===== src/rtl/mem_access_sequencer_if.sv =====
// Request, memory and response signals between the granted-packet master and the sequencer.
// The slave modport is the sequencer's view; master is the requester/memory side.
interface mem_access_sequencer_if #(
  parameter int ADDR_W = 32,
  parameter int DATA_W = 32
);
  logic              req_valid;
  logic [ADDR_W-1:0] req_addr;
  logic [DATA_W-1:0] req_wdata;
  logic              req_write;
  logic              req_ready;
  logic              mem_en;
  logic              mem_we;
  logic [ADDR_W-1:0] mem_addr;
  logic [DATA_W-1:0] mem_wdata;
  logic [DATA_W-1:0] mem_rdata;
  logic              mem_rvalid;
  logic [DATA_W-1:0] rdata;
  logic              rdata_ack;
  logic              wr_done;
  logic              timeout_err;
  logic              busy;

  modport slave (
    input  req_valid, req_addr, req_wdata, req_write, mem_rdata, mem_rvalid,
    output req_ready, mem_en, mem_we, mem_addr, mem_wdata,
           rdata, rdata_ack, wr_done, timeout_err, busy
  );

  modport master (
    output req_valid, req_addr, req_wdata, req_write, mem_rdata, mem_rvalid,
    input  req_ready, mem_en, mem_we, mem_addr, mem_wdata,
           rdata, rdata_ack, wr_done, timeout_err, busy
  );
endinterface


===== src/rtl/mem_access_sequencer.sv =====
// One-packet-at-a-time memory sequencer: write done 2 cycles after accept, read ack 1 cycle after rvalid
// or after TIMEOUT wait cycles with ERR_DATA; req_ready only in IDLE, so requests back up until idle.
module mem_access_sequencer #(
  parameter int                ADDR_W   = 32,
  parameter int                DATA_W   = 32,
  parameter int                TIMEOUT  = 16,
  parameter logic [DATA_W-1:0] ERR_DATA = 32'hDEAD_BEEF
) (
  input  logic                   clk,
  input  logic                   reset,
  mem_access_sequencer_if.slave  bus
);

  localparam int               CNT_W    = $clog2(TIMEOUT) + 1;
  localparam logic [CNT_W-1:0] CNT_LAST = CNT_W'(TIMEOUT - 1);

  typedef enum logic [2:0] {IDLE, ISSUE, WAIT, RESP, WDONE} state_t;

  state_t            state_q, state_d;
  logic [ADDR_W-1:0] addr_q, addr_d;
  logic [DATA_W-1:0] wdata_q, wdata_d;
  logic              write_q, write_d;
  logic [CNT_W-1:0]  cnt_q, cnt_d;
  logic              err_q, err_d;
  logic [DATA_W-1:0] rdata_q, rdata_d;

  always_comb begin
    state_d = state_q;
    addr_d  = addr_q;
    wdata_d = wdata_q;
    write_d = write_q;
    cnt_d   = cnt_q;
    err_d   = err_q;
    rdata_d = rdata_q;

    bus.req_ready   = 1'b0;
    bus.mem_en      = 1'b0;
    bus.mem_we      = 1'b0;
    bus.mem_addr    = '0;
    bus.mem_wdata   = '0;
    bus.rdata_ack   = 1'b0;
    bus.wr_done     = 1'b0;
    bus.timeout_err = 1'b0;

    case (state_q)
      IDLE: begin
        // Gated by reset so every output reads 0 while reset is held.
        bus.req_ready = ~reset;
        if (bus.req_valid) begin
          addr_d  = bus.req_addr;
          wdata_d = bus.req_wdata;
          write_d = bus.req_write;
          state_d = ISSUE;
        end
      end
      ISSUE: begin
        bus.mem_en    = 1'b1;
        bus.mem_we    = write_q;
        bus.mem_addr  = addr_q;
        bus.mem_wdata = wdata_q;
        cnt_d         = '0;
        err_d         = 1'b0;
        state_d       = write_q ? WDONE : WAIT;
      end
      WAIT: begin
        if (bus.mem_rvalid) begin
          rdata_d = bus.mem_rdata;
          state_d = RESP;
        end else if (cnt_q == CNT_LAST) begin
          rdata_d = ERR_DATA;
          err_d   = 1'b1;
          state_d = RESP;
        end else begin
          cnt_d = cnt_q + CNT_W'(1);
        end
      end
      RESP: begin
        bus.rdata_ack   = 1'b1;
        bus.timeout_err = err_q;
        err_d           = 1'b0;
        state_d         = IDLE;
      end
      WDONE: begin
        bus.wr_done = 1'b1;
        state_d     = IDLE;
      end
      default: state_d = IDLE;
    endcase
  end

  assign bus.rdata = rdata_q;
  assign bus.busy  = (state_q != IDLE);

  always_ff @(posedge clk) begin
    if (reset) begin
      state_q <= IDLE;
      addr_q  <= '0;
      wdata_q <= '0;
      write_q <= 1'b0;
      cnt_q   <= '0;
      err_q   <= 1'b0;
      rdata_q <= '0;
    end else begin
      state_q <= state_d;
      addr_q  <= addr_d;
      wdata_q <= wdata_d;
      write_q <= write_d;
      cnt_q   <= cnt_d;
      err_q   <= err_d;
      rdata_q <= rdata_d;
    end
  end

endmodule

===== src/flat_wrapper.sv =====
// flat-port wrapper written by rule: the top's interface ports become plain ports
module mem_access_sequencer_flat 
#(
  parameter int                ADDR_W   = 32,
  parameter int                DATA_W   = 32,
  parameter int                TIMEOUT  = 16,
  parameter logic [DATA_W-1:0] ERR_DATA = 32'hDEAD_BEEF
)
  (clk, reset, bus_req_valid, bus_req_addr, bus_req_wdata, bus_req_write, bus_mem_rdata, bus_mem_rvalid, bus_req_ready, bus_mem_en, bus_mem_we, bus_mem_addr, bus_mem_wdata, bus_rdata, bus_rdata_ack, bus_wr_done, bus_timeout_err, bus_busy);
  mem_access_sequencer_if #(.ADDR_W(ADDR_W), .DATA_W(DATA_W)) bus_i ();
  input  logic clk;
  input  logic reset;
  input wire logic [$bits(bus_i.req_valid)-1:0] bus_req_valid;
  input wire logic [$bits(bus_i.req_addr)-1:0] bus_req_addr;
  input wire logic [$bits(bus_i.req_wdata)-1:0] bus_req_wdata;
  input wire logic [$bits(bus_i.req_write)-1:0] bus_req_write;
  input wire logic [$bits(bus_i.mem_rdata)-1:0] bus_mem_rdata;
  input wire logic [$bits(bus_i.mem_rvalid)-1:0] bus_mem_rvalid;
  output wire logic [$bits(bus_i.req_ready)-1:0] bus_req_ready;
  output wire logic [$bits(bus_i.mem_en)-1:0] bus_mem_en;
  output wire logic [$bits(bus_i.mem_we)-1:0] bus_mem_we;
  output wire logic [$bits(bus_i.mem_addr)-1:0] bus_mem_addr;
  output wire logic [$bits(bus_i.mem_wdata)-1:0] bus_mem_wdata;
  output wire logic [$bits(bus_i.rdata)-1:0] bus_rdata;
  output wire logic [$bits(bus_i.rdata_ack)-1:0] bus_rdata_ack;
  output wire logic [$bits(bus_i.wr_done)-1:0] bus_wr_done;
  output wire logic [$bits(bus_i.timeout_err)-1:0] bus_timeout_err;
  output wire logic [$bits(bus_i.busy)-1:0] bus_busy;
  assign bus_i.req_valid = bus_req_valid;
  assign bus_i.req_addr = bus_req_addr;
  assign bus_i.req_wdata = bus_req_wdata;
  assign bus_i.req_write = bus_req_write;
  assign bus_i.mem_rdata = bus_mem_rdata;
  assign bus_i.mem_rvalid = bus_mem_rvalid;
  assign bus_req_ready = bus_i.req_ready;
  assign bus_mem_en = bus_i.mem_en;
  assign bus_mem_we = bus_i.mem_we;
  assign bus_mem_addr = bus_i.mem_addr;
  assign bus_mem_wdata = bus_i.mem_wdata;
  assign bus_rdata = bus_i.rdata;
  assign bus_rdata_ack = bus_i.rdata_ack;
  assign bus_wr_done = bus_i.wr_done;
  assign bus_timeout_err = bus_i.timeout_err;
  assign bus_busy = bus_i.busy;
  mem_access_sequencer #(.ADDR_W(ADDR_W), .DATA_W(DATA_W), .TIMEOUT(TIMEOUT), .ERR_DATA(ERR_DATA)) u_core (.clk(clk), .reset(reset), .bus(bus_i));
endmodule

===== config.mk =====
export PLATFORM = sky130hd
export DESIGN_NAME = mem_access_sequencer_flat
export DESIGN_NICKNAME = d
export VERILOG_FILES = /design/src/rtl/mem_access_sequencer_if.sv /design/src/rtl/mem_access_sequencer.sv /design/src/flat_wrapper.sv
export SDC_FILE = /design/constraint.sdc
export NUM_CORES = 1
export LEC_CHECK = 0
export ABC_AREA = 1
export CELL_PAD_IN_SITES_DETAIL_PLACEMENT = 0
export CELL_PAD_IN_SITES_GLOBAL_PLACEMENT = 1
export CORE_MARGIN = 2
export CORE_UTILIZATION = 28
export CTS_CLUSTER_DIAMETER = 120
export DETAILED_ROUTE_END_ITERATION = 8
export PLACE_DENSITY_LB_ADDON = 0.25
export RECOVER_POWER = 25
export SETUP_SLACK_MARGIN = 0.5
export SLEW_MARGIN = 20
export SYNTH_ARGS = -nofsm -noshare
export SYNTH_HDL_FRONTEND = slang
export SYNTH_SLANG_ARGS = --single-unit

===== constraint.sdc =====
create_clock -name clk -period 2.1 [get_ports clk]
set_clock_uncertainty 0.05 [all_clocks]
set_input_delay 0.315 -clock clk [delete_from_list [all_inputs] [get_ports clk]]
set_output_delay 0.315 -clock clk [all_outputs]
set_load 0.05 [all_outputs]

==> run_results.csv <==
group,metric,value,unit
outcome,status,"completed",
timing,max_slew_margin,0.574,
finish,layoutNonFillerInstCount,1023,
timing,rsz0062_at_grt,"yes",
floorplanning,dieArea,0.0163,mm^2
synth,synth_area_leaders,"dfxtp_1 49%, a21oi_1 11%, o21ai_0 7.8%",
critical_path,rr_endpoint,"u_core.addr_q[3]",
critical_path,r2r-start,"u_core.state_q[1]",
synth,syn-num-nets,687,
route,viasPerCell,4.67,
clock_network,cts_tree,"done",
finish,post-route-cell-area,0.00913,mm^2
critical_path,startpoint,"u_core.state_q[1]",
floorplanning,die_w,128,um
clock_network,clk-insertion-delay-late,0.35,ns
route,postRouteAntennaNets,0,
global_routing,antenna_found_initial,0,
route,drc_errors,0,
timing,tns,0,ns
clock_network,path_clk_slew,0.07,ns
placement,dp_hpwl,9320,um
finish,finalNetCount,935,
synth,ys_top_cells_by_count,"106 x dfxtp_1, 98 x a21oi_1, 83 x nor2_1",
critical_path,reg2reg_slack,0.09,ns
route,first_pass_iters,5,
synth,synth_edf_count,0,
global_routing,gr-usage-all-layers,0.182,
synth,async_reset_ff_frac,0,
critical_path,cp_data_arrival_time,2.24,ns
min_path,hold_class,"reg2reg",
clock_network,clock-root-buffer,"clkbuf_16",
critical_path,cp-start-kind,"flop",
floorplanning,core_region_area,0.0151,mm^2
timing,timing.hold.ws,0.412,ns
floorplanning,start_util,0.284,
finish,area_growth,113,%
clock_network,ctsHoldBuffers,0,
clock_network,numCtsBuffers,9,
global_routing,grt_pass1_wl,23500,um
clock_network,cts.sink_count,106,
power_and_ir_drop,p_leak,3.37,nW
synth,yosys_warnings,0,
synth,avgSynthCellArea,7.34,um^2
clock_network,cts_max_level,3,
critical_path,cp_max_fo,10,
critical_path,end_kind,"flop",
critical_path,endpoint,"u_core.addr_q[3]",
synth,yosysTopAreaCellShare,0.495,
critical_path,required,2.34,ns
critical_path,worstSetupPathType,"reg2reg",
synth,ys_ff_latch,106,
synth,seq_area_frac_synth,0.495,
route,routed_wl,17200,um
critical_path,reg2regPathDepth,9,
synth,synthCells,584,
global_routing,grt_pass1_vias,4581,
placement,dp_cells,947,
floorplanning,die_h,128,um
timing,hold_violations,0,
timing,setup_viol,0,
timing,clock.fmax,499,MHz
power_and_ir_drop,power,6.69,mW
finish,layout-drive-gt1-share,0.384,
route,vias,4782,
global_routing,grt-ovfl-total,0,
finish,num_antenna_cells,0,
placement,dpl-instance-area,0.00721,mm^2
placement,place_congestion,0.745,
floorplanning,num_rows,45,
clock_network,clock_path_buffers,2,
route,drt_iter0_markers,227,
global_routing,grt_max_degree,50,
placement,portBuffers,203,
timing,worstMarginPinSlew,0.642,ns
synth,ys.flop_type,"dfxtp_1",
timing,slew_viol_final,0,
timing,fin_crit_sh,0.955,
power_and_ir_drop,power_density,733,mW/mm^2
route,avgRoutedWirePerCell,16.8,um
power_and_ir_drop,vdd_ir_drop_max,0.412,mV
floorplanning,ios,204,
synth,synth.most_common_cell,"dfxtp_1",
run,drv_cap,0,
timing,period_needed,2.01,ns
synth,synthesis.area,0.00429,mm^2
synth,synth_cell_types,23,
synth,yosysTopAreaCell,"dfxtp_1",
## timing repair
action | CTS | global route
buffers inserted | 21 | 20
cloned | 8 | 13
resized for setup | 205 | 179
setup endpoints to repair | 141 | 176
pin swaps | 16 | 23
## cell usage in the layout, fill, tap and decap left out, types with 2 or more instances in the layout
master,count
buf_6,16
nor3_4,2
clkdlybuf4s50_1,99
or2_2,19
nand3_4,2
ha_4,2
dfxtp_4,2
o21ai_1,11
nand2_1,41
nor2_1,12
clkbuf_1,30
nand2_4,20
buf_4,19
clkbuf_16,18
dfxtp_2,3
nand2_2,6
buf_12,82
nor2_2,8
clkbuf_2,2
dfxtp_1,101
nand3_1,9
buf_8,3
buf_16,5
nor2_4,66
o21ai_2,7
clkbuf_8,2
a21oi_1,74
o21ai_0,54
inv_1,75
clkinv_2,2
a21oi_2,24
clkdlybuf4s15_1,3
inv_16,3
## worst max-delay path, stage by stage (launching register included)
cell,delay [ns]
dfxtp_4,0.36
inv_4,0.04
buf_4,0.12
clkbuf_2,0.21
buf_8,0.18
buf_12,0.12
nand3_2,0.14
clkbuf_1,0.41
o21ai_0,0.16
a21oi_1,0.16
## final cells by class
cell class                      instances  area, um^2
Fill cell                            1274        5960
Clock inverter                          3        40.0
Timing Repair Buffer                  270        3530
Sequential cell                       106        2130
Inverter                               80         332
Timing Repair inverter                  3        51.3
Multi-Input combinational cell        362        2550
Tap cell                              188         235
Clock buffer                           11         253
## worst min path at each step
stage / cells past startpoint / startpoint / endpoint / slack [ns]
after floorplan: 2 / u_core.addr_q[10] / u_core.addr_q[10] / 0.38
after global placement: 2 / u_core.addr_q[9] / u_core.addr_q[9] / 0.39
after detailed placement: 2 / u_core.wdata_q[30] / u_core.wdata_q[30] / 0.39
after CTS: 2 / u_core.addr_q[6] / u_core.addr_q[6] / 0.41
after global routing: 2 / u_core.bus.rdata[20] / u_core.bus.rdata[20] / 0.43
final: 2 / u_core.bus.rdata[7] / u_core.bus.rdata[7] / 0.41
## report_power, final
part           switching (mW)  internal [mW]  total, mW  leakage (nW)
Clock                   0.741          0.973       1.71         0.147
Combinational            1.49           1.19       2.67          2.35
Sequential             0.0842           2.22       2.31         0.873
Total                    2.31           4.38       6.69          3.37
## routing by layer
metal	track usage	part of all wire	vias up
li1	-	-	2358
met1	0.222	0.42	2232
met2	0.307	0.50	171
met3	0.0530	0.070	21
met4	0.0659	0.015	0
met5	0	0	-
## state kept, by name (all words and copies together), names as in the netlist
signal / count
u_core.state_q: 3
u_core.wdata_q: 32
u_core.err_q: 1
u_core.addr_q: 32
u_core.cnt_q: 5
u_core.write_q: 1
u_core.bus.rdata: 32
## kinds of logic (layout without fill, tap and decap cells)
logic type | count (synthesis) | after routing | share of synthesized area
AND/OR/NAND/NOR | 187 | 189 | 0.187
AO/OA/AOI/OAI | 171 | 171 | 0.200
buffers and inverters | 118 | 367 | 0.112
flip-flops | 106 | 106 | 0.495
adder cells (fa/ha/maj) | 2 | 2 | 0.00583
## per-stage QoR
step | utilization | setup WS [ns]
finish | 0.605 | 0.0944
global route | 0.605 | 0.0465
CTS | 0.552 | 0.0811
detailed placement | 0.478 | 0.217
global placement | 0.478 | 0.202
floorplan | - | 0.250
(Power assumes the default switching activity.)
